==> config.mk <==
export PLATFORM = sky130hd
export DESIGN_NAME = mem_stage
export DESIGN_NICKNAME = d
export VERILOG_FILES = /design/src/rtl/mips_pkg.sv /design/src/rtl/mem_timeout_counter.sv /design/src/rtl/mem_stage.sv
export SDC_FILE = /design/constraint.sdc
export NUM_CORES = 1
export LEC_CHECK = 0
export CORE_AREA = 4 4 157 159
export DETAILED_ROUTE_END_ITERATION = 12
export DIE_AREA = 0 0 161 163
export GPL_ROUTABILITY_DRIVEN = 0
export GPL_TIMING_DRIVEN = 0
export PLACE_DENSITY_LB_ADDON = 0.08
export SLEW_MARGIN = 20
export SYNTH_ARGS = -nofsm -noshare
export SYNTH_HDL_FRONTEND = slang
export SYNTH_HIERARCHICAL = 1
export SYNTH_SLANG_ARGS = --single-unit
==> constraint.sdc <==
create_clock -name clk -period 2.64 [get_ports clk]
set_clock_uncertainty 0.1 [all_clocks]
set_input_delay 0.396 -clock clk [delete_from_list [all_inputs] [get_ports clk]]
set_output_delay 0.396 -clock clk [all_outputs]
set_load 0.02 [all_outputs]
==> src/rtl/mips_pkg.sv <==
// Shared constants and types for the memory stage.
package mips_pkg;

   localparam int REG_W  = 5;
   localparam int ADDR_W = 30;
   localparam int DATA_W = 32;

   localparam logic [DATA_W-1:0] ADDR_BASE_DEF = 32'd1024;

   typedef enum logic [1:0] {
      ST_IDLE = 2'd0,
      ST_BUSY = 2'd1,
      ST_DONE = 2'd2
   } mem_state_t;

endpackage

==> src/rtl/mem_timeout_counter.sv <==
// BUSY-cycle watchdog for the memory stage (only built with MEM_TIMEOUT_EN).
// Down-counter reloaded when a transaction starts; expired pulses in the
// BUSY cycle that reaches the terminal count.
module mem_timeout_counter #(
   parameter int CYCLES = 255
) (
   input  logic clk,
   input  logic rst,
   input  logic load,
   input  logic en,
   output logic expired
);

   localparam int CNT_W = (CYCLES > 1) ? $clog2(CYCLES) : 1;

   logic [CNT_W-1:0] count;

   // reload on transaction start, count down while BUSY, park at zero
   always_ff @(posedge clk or negedge rst) begin
      if (!rst) begin
         count <= '0;
      end else if (load) begin
         count <= CNT_W'(CYCLES - 1);
      end else if (en && (count != '0)) begin
         count <= count - CNT_W'(1);
      end
   end

   assign expired = en && (count == '0);

endmodule

==> src/rtl/mem_stage.sv <==
// Memory pipeline stage: ALU results pass straight through with one cycle of
// latency, loads/stores run a single outstanding request against the data
// memory while freezing the upstream stages.
// Optional feature macro: MEM_TIMEOUT_EN (abort BUSY after TIMEOUT_CYCLES).
//
//  state | meaning
//  ------+---------------------------------------------------------------
//  IDLE  | accept next op; ALU ops go to wb_*, memory ops latch and start
//  BUSY  | mem_req held, waiting for mem_ack (or timeout)
//  DONE  | request finished, wb_* loaded from the latched op on this edge
module mem_stage
   import mips_pkg::*;
#(
   parameter int                TIMEOUT_CYCLES = 255,
   parameter logic [DATA_W-1:0] ADDR_BASE      = ADDR_BASE_DEF
) (
   input  logic              clk,
   input  logic              rst,
   input  logic [DATA_W-1:0] alu_result,
   input  logic [DATA_W-1:0] st_value,
   input  logic              mem_r_en,
   input  logic              mem_w_en,
   input  logic              wb_en_in,
   input  logic [REG_W-1:0]  dest_in,
   output logic              mem_req,
   output logic              mem_we,
   output logic [ADDR_W-1:0] mem_addr,
   output logic [DATA_W-1:0] mem_wdata,
   input  logic [DATA_W-1:0] mem_rdata,
   input  logic              mem_ack,
   output logic              freeze,
   output logic              wb_en,
   output logic              wb_mem_r_en,
   output logic [DATA_W-1:0] wb_alu_result,
   output logic [DATA_W-1:0] wb_mem_data,
   output logic [REG_W-1:0]  wb_dest,
   output logic              mem_err
);

   mem_state_t state_q, state_d;

   logic              mem_op;
   logic              start;
   logic              timeout_hit;
   logic [ADDR_W-1:0] word_addr;

   logic [ADDR_W-1:0] addr_q;
   logic [DATA_W-1:0] wdata_q;
   logic              we_q;
   logic              ld_q;
   logic              wben_q;
   logic [REG_W-1:0]  dest_q;
   logic [DATA_W-1:0] alu_q;
   logic [DATA_W-1:0] rdata_q;

   assign mem_op    = mem_r_en | mem_w_en;
   assign start     = (state_q == ST_IDLE) && mem_op;
   // low two bits dropped; subtraction is allowed to wrap
   assign word_addr = ADDR_W'((alu_result - ADDR_BASE) >> 2);

   assign mem_we    = (state_q == ST_BUSY) && we_q;
   assign mem_addr  = addr_q;
   assign mem_wdata = wdata_q;

`ifdef MEM_TIMEOUT_EN
   logic err_q;

   mem_timeout_counter #(
      .CYCLES (TIMEOUT_CYCLES)
   ) u_timeout (
      .clk     (clk),
      .rst     (rst),
      .load    (start),
      .en      (state_q == ST_BUSY),
      .expired (timeout_hit)
   );

   // sticky error once a request is abandoned for lack of ack
   always_ff @(posedge clk or negedge rst) begin
      if (!rst) begin
         err_q <= 1'b0;
      end else if ((state_q == ST_BUSY) && !mem_ack && timeout_hit) begin
         err_q <= 1'b1;
      end
   end

   assign mem_err = err_q;
`else
   assign timeout_hit = 1'b0;
   assign mem_err     = 1'b0;
`endif

   // state register
   always_ff @(posedge clk or negedge rst) begin
      if (!rst) begin
         state_q <= ST_IDLE;
      end else begin
         state_q <= state_d;
      end
   end

   // next state, request and freeze; an ack in the last BUSY cycle beats the timeout
   always_comb begin
      state_d = state_q;
      freeze  = 1'b0;
      mem_req = 1'b0;
      case (state_q)
         ST_IDLE: begin
            if (mem_op) begin
               freeze  = 1'b1;
               state_d = ST_BUSY;
            end
         end
         ST_BUSY: begin
            freeze  = 1'b1;
            mem_req = 1'b1;
            if (mem_ack || timeout_hit) begin
               state_d = ST_DONE;
            end
         end
         ST_DONE: begin
            state_d = ST_IDLE;
         end
         default: begin
            state_d = ST_IDLE;
         end
      endcase
   end

   // latch the memory op at start, capture read data on ack
   always_ff @(posedge clk or negedge rst) begin
      if (!rst) begin
         addr_q  <= '0;
         wdata_q <= '0;
         we_q    <= 1'b0;
         ld_q    <= 1'b0;
         wben_q  <= 1'b0;
         dest_q  <= '0;
         alu_q   <= '0;
         rdata_q <= '0;
      end else if (start) begin
         addr_q  <= word_addr;
         wdata_q <= st_value;
         we_q    <= mem_w_en;
         ld_q    <= mem_r_en & ~mem_w_en;
         wben_q  <= wb_en_in;
         dest_q  <= dest_in;
         alu_q   <= alu_result;
         rdata_q <= '0;
      end else if ((state_q == ST_BUSY) && mem_ack) begin
         rdata_q <= ld_q ? mem_rdata : '0;
      end
   end

   // writeback register: pass ALU ops, bubble while frozen, retire memory ops from DONE
   always_ff @(posedge clk or negedge rst) begin
      if (!rst) begin
         wb_en         <= 1'b0;
         wb_mem_r_en   <= 1'b0;
         wb_alu_result <= '0;
         wb_mem_data   <= '0;
         wb_dest       <= '0;
      end else begin
         case (state_q)
            ST_IDLE: begin
               if (mem_op) begin
                  wb_en       <= 1'b0;
                  wb_mem_r_en <= 1'b0;
               end else begin
                  wb_en         <= wb_en_in;
                  wb_mem_r_en   <= 1'b0;
                  wb_alu_result <= alu_result;
                  wb_mem_data   <= '0;
                  wb_dest       <= dest_in;
               end
            end
            ST_BUSY: begin
               wb_en       <= 1'b0;
               wb_mem_r_en <= 1'b0;
            end
            ST_DONE: begin
               wb_en         <= wben_q;
               wb_mem_r_en   <= ld_q;
               wb_alu_result <= alu_q;
               wb_mem_data   <= rdata_q;
               wb_dest       <= dest_q;
            end
            default: begin
               wb_en       <= 1'b0;
               wb_mem_r_en <= 1'b0;
            end
         endcase
      end
   end

endmodule

* Word-level counts from Yosys, hierarchy flattened
Index checks and enable logic that the tools add are counted.
** Storage, ports and cells
- Memories kept :: 0
- Output and inout port bits :: 137
- Memory bits (read-only) :: 0
- Bits in registers :: 207
- Latch bits :: 0
- Input port bits :: 107
- Memory bits (writable) :: 0
** Operators by class
- Bitwise logic cells :: 3
- Mux-type cells :: 18
- Shift-type cells :: 0
- $mul :: 0
- Eq/ne operators :: 5
- Order comparisons :: 0
- Divide/modulo/power cells :: 0
- Add/subtract/negate cells :: 1
- Reductions and logical operators :: 8
** Operators with widths (count)
- $mux 32 :: 5
- $pmux 32 s2 :: 2
- $sub 32x11->32 const B :: 1
- $pmux 5 s2 :: 1
- $ne 2x2->1 const B :: 3
- $mux 5 :: 1
- $mux 1 :: 4
- $mux 2 :: 2
- $pmux 1 s2 :: 2
- $pmux 2 s2 :: 1
- $reduce_and 2->1 :: 2
- $reduce_bool 2->1 :: 2
- $logic_and 1x1->1 :: 3
- $eq 2x1->1 const B :: 1
- $eq 2x2->1 const B :: 1
- $logic_not 2->1 :: 1
- $and 1x1->1 :: 1
- $not 1->1 :: 1
- $or 1x1->1 :: 1

* Longest topological paths before layout
- Depth after elaboration :: 4
- Mapped depth :: 8
- Gate-level depth less buffers :: 6

* Least setup slack after synthesis
OpenSTA, ideal clock, no wires.
- Path kind :: in2reg
- From :: input alu_result[20]
- To :: register addr_q[29] (netlist: mem_addr[29])
- Path slack :: 0.338 ns
- Path buffers :: 2
- Stages on the path :: 6
- Data arrival time :: 2.133 ns
- Data required time :: 2.471 ns
- Library setup time :: 0.069 ns
- Path through :: buf_6 -> or4_4 -> buf_6 -> or4_4 -> or4_1 -> nand3_1
** On the way
- Word-level cells in the longest chain between the ends :: 1
** Ends and longest elaborated chain
- from (decl) :: RTL line mem_stage.sv:19 : input logic [DATA_W-1:0] alu_result,
- $sub 32x11->32 :: RTL line mem_stage.sv:59 : assign word_addr = ADDR_W'((alu_result - ADDR_BASE) >> 2);
- to (signal assigned) :: RTL line mem_stage.sv:142 : addr_q <= word_addr;
- to (decl) :: RTL line mem_stage.sv:47 : logic [ADDR_W-1:0] addr_q;
Every way passes these cells.
A chain may end at the register's enable or synchronous reset.

* Final worst setup path
- From :: input alu_result[22]
- To :: register addr_q[29] (netlist: mem_addr[29])
Same word-level chain as after synthesis.

==> key figures <==
Route
  • DRT antenna net count: 0
  • Remaining DRCs: 0
  • DR vias: 6401
  • Via density: 4.689
  • Initial DRT Pass Iterations: 5
  • Initial DRC Count: 276
  • Avg WL per Cell: 17.26 µm
  • Total Wirelength: 23570 µm

Timing
  • Min cycle time layout: 2427 ps
  • Final hold violations: 0
  • Slew margin rel.: 58.30%
  • Final Max Slew Viols: 0
  • RSZ-0062 raised after global routing: true
  • Setup ws final: 213.0 ps
  • Final worst path period share: 91.93%
  • Final hold slack: 103.9 ps
  • Worst-Margin Slew: 625.5 ps
  • Max Freq: 412.0 MHz
  • Setup violators final: 0

Critical path
  • Critical path depth: 6
  • Max stage delay cell, worst path: or4_4
  • Worst r2r src: state_q[1]
  • Setup Crit Path Kind: in2reg
  • WP buf/inv: 2
  • Critical-path cell list: clkdlybuf4s50_1 > or4_4 > buf_6 > or4_4 > or4_1 > nand3_1
  • Critical Path Max Stage Delay: 580 ps
  • Critical Path Source: alu_result[22]
  • Critical Path RT: 2910 ps
  • Worst endpoint data arrival time: 2690 ps
  • CP Launch Type: input port
  • R2R setup slack: 240 ps
  • Crit-path leading delay family: simple AND/OR/NAND/NOR gates
  • Critical Path Sink Type: register
  • CP dominant cell by count: or4_4
  • CP Max Fanout: 8
  • Worst Setup EP: mem_addr[29]
  • Worst Reg2Reg Path Length in Cells: 6
  • Reg-to-reg endpoint: wb_alu_result[21]

Power and ir drop
  • Clock power frac: 18.7%
  • Max IR drop VDD: 0.0004466 V
  • LEAKAGE: 0.005203 µW
  • Sequential share of power: 37.2%
  • Net Switching: 5399 µW
  • Pwr dens: 1186 nW/µm²
  • Gate power share: 44.2%
  • Final Power: 13620 µW
  • Switching share of power: 39.63%
  • Internal cell power: 8223 µW

Die
  • Site row count: 56
  • Initial Util: 34.51%
  • IO Count: 244
  • Horiz. Die Dim: 161 µm
  • Die Ht: 163 µm
  • Core Box Area: 23260 µm²
  • Die area: 26240 µm²

Global routing
  • Pin count of the biggest net entering global routing: 95
  • Initial antenna violation count: 1
  • Vias in the first global route: 6632
  • GRT overflow: 0
  • Total global-route track usage: 18.50%
  • First-pass GRT wire length: 38200 µm

Cells and area
  • Commonest non-fill, non-tap cell in the layout: nand2_1
  • Fillers: 2203
  • Antenna diode count: 0
  • FF/Latch Area: 4980 µm²
  • Layout cells sized above 1: 6.405%
  • Combined area of the multi-input logic cells: 2764 µm²
  • Nets: 1141
  • Fin cells: 1365
  • Area growth, synth to finish: 43.10%
  • Final Core Density: 49.39%
  • Most frequent cells in the layout: nand2_1 (258), clkdlybuf4s50_1 (237), dfrtp_1 (199), a22o_1 (65), o21ai_0 (53)

CTS
  • H-tree Lvls: 4
  • Post-CTS setup buffer count: 0
  • Worst-path clk slew: 70 ps
  • Clock Tree Buf Depth: 2
  • Clock sinks: 199
  • CTS Buf Count: 17
  • CTS tree: built
  • Root Buffer Master: clkbuf_16
  • Clk_lat worst skew: 430 ps

Synthesis
  • Yosys cell types: 36
  • Gate Count Post-Synth: 773
  • Prevailing post-synth register cell: dfrtp_1
  • Synth Area per Inst: 10.39 µm²
  • Async set-reset flop share out of synthesis: 100.0%
  • Synth Cell Area: 8029 µm²
  • Seq cells post-synth: 199
  • Syn nets: 881
  • Seq/Total Area, Yosys: 62.02%
  • Post-synth EDFFs: 0
  • Yosys warns: 6

Placement
  • Placed cells: 1333
  • DP HPWL: 17360 µm
  • IO Port Bufs: 239
  • Place WS: -719.4 ps

Run status
  • Status: complete, no violations

Flow run
  • Max cap viols: 0

Hold path
  • Worst hold path type: in2reg
-- cell type report --
type	count	share of cell area (%)
inverter	5	0.1633
timing repair buffer	242	21.45
clock buffer	18	3.735
sequential	199	43.34
multi-input combinational	508	24.06
tap	319	3.474
clock inverter	14	1.220
buffer	60	2.559
-- worst reg2reg max path, stage by stage, from the launching register on --
cell and delay [ps]:
dfrtp_1 360, clkbuf_1 210, o21ai_2 420, clkbuf_1 520, clkbuf_1 500, nand2_1 110
o21ai_0 90
-- through the flow --
step / area [µm²] / TNS (ps)
global placement: 10820 / -1592620
global route: 11490 / -15.78
detailed placement: 10880 / -52710
finish: 11490 / 0
floorplan: 8029 / 0
CTS: 11470 / 0
-- timing repair --
action	in CTS	in global routing
hold endpoints to repair	30	0
hold buffers	1	0
gates resized for setup	4	22
setup endpoints to repair	37	116
gates cloned	0	0
-- power groups by stage --
stage / Combinational [µW] / Sequential, µW / Clock (µW)
floorplan: 2180 / 6000 / 0
global placement: 6050 / 5100 / 0
detailed placement: 6120 / 5120 / 0
CTS: 6130 / 5080 / 2620
global route: 6590 / 5250 / 2740
finish: 6020 / 5060 / 2540
-- worst min-delay path by stage --
| stage | startpoint | endpoint | slack [ps] | cells past startpoint |
|---|---|---|---|---|
| 2_1_floorplan | rst | alu_q[0] | 0.4 | 0 |
| 3_3_place_gp | mem_addr[12] | mem_addr[12] | 350 | 2 |
| 3_5_place_dp | rst | wb_alu_result[15] | 180 | 1 |
| 4_1_cts | alu_result[20] | alu_q[20] | 90 | 3 |
| 5_1_grt | alu_result[20] | alu_q[20] | 110 | 3 |
| 6_report | alu_result[20] | alu_q[20] | 100 | 3 |
-- state kept, by name (all words and copies together) (netlist names) --
| name | flops |
|---|---|
| ld_q | 1 |
| rdata_q | 32 |
| wben_q | 1 |
| dest_q | 5 |
| wb_mem_data | 32 |
| mem_wdata | 32 |
| wb_mem_r_en | 1 |
| wb_en | 1 |
| we_q | 1 |
| mem_addr | 30 |
| wb_alu_result | 32 |
| alu_q | 24 |
| wb_dest | 5 |
| state_q | 2 |
-- cells in the mapped netlist (all sizes together) (5+ instances only) --
master,n,area [µm²]
buf,16,113.9
o31ai,5,37.54
a21oi,9,45.04
a31oi,7,43.79
o21ai,56,280.3
nor2,19,71.32
clkbuf,45,168.9
nand3,6,30.03
or3,5,32.53
dfrtp,199,4980
o211ai,5,37.54
mux2i,33,330.3
inv,5,18.77
nand2,258,968.4
a22o,65,569.3
or4,12,97.59
-- kinds of logic after synthesis --
| logic type | synth area share [%] |
|---|---|
| AND/OR/NAND/NOR | 16.52 |
| flip-flops | 62.02 |
| AO/OA/AOI/OAI | 12.62 |
| buffers and inverters | 3.756 |
| multiplexers | 4.114 |
| XOR/XNOR | 0.7636 |
| adder cells (fa/ha/maj) | 0.1558 |
| other | 0.04671 |
-- metal layers --
metal  up-vias  part of all wire, %  GRT usage [%]  wire length, µm
li1       3130                    -              -                -
met1      3071                   45          25.07            10620
met2       182                   47          29.14            10960
met3        16                  7.5          6.074             1771
met4         2                 0.88          4.226              207
met5         -                0.034              0                8
(Power assumes the default switching activity.)
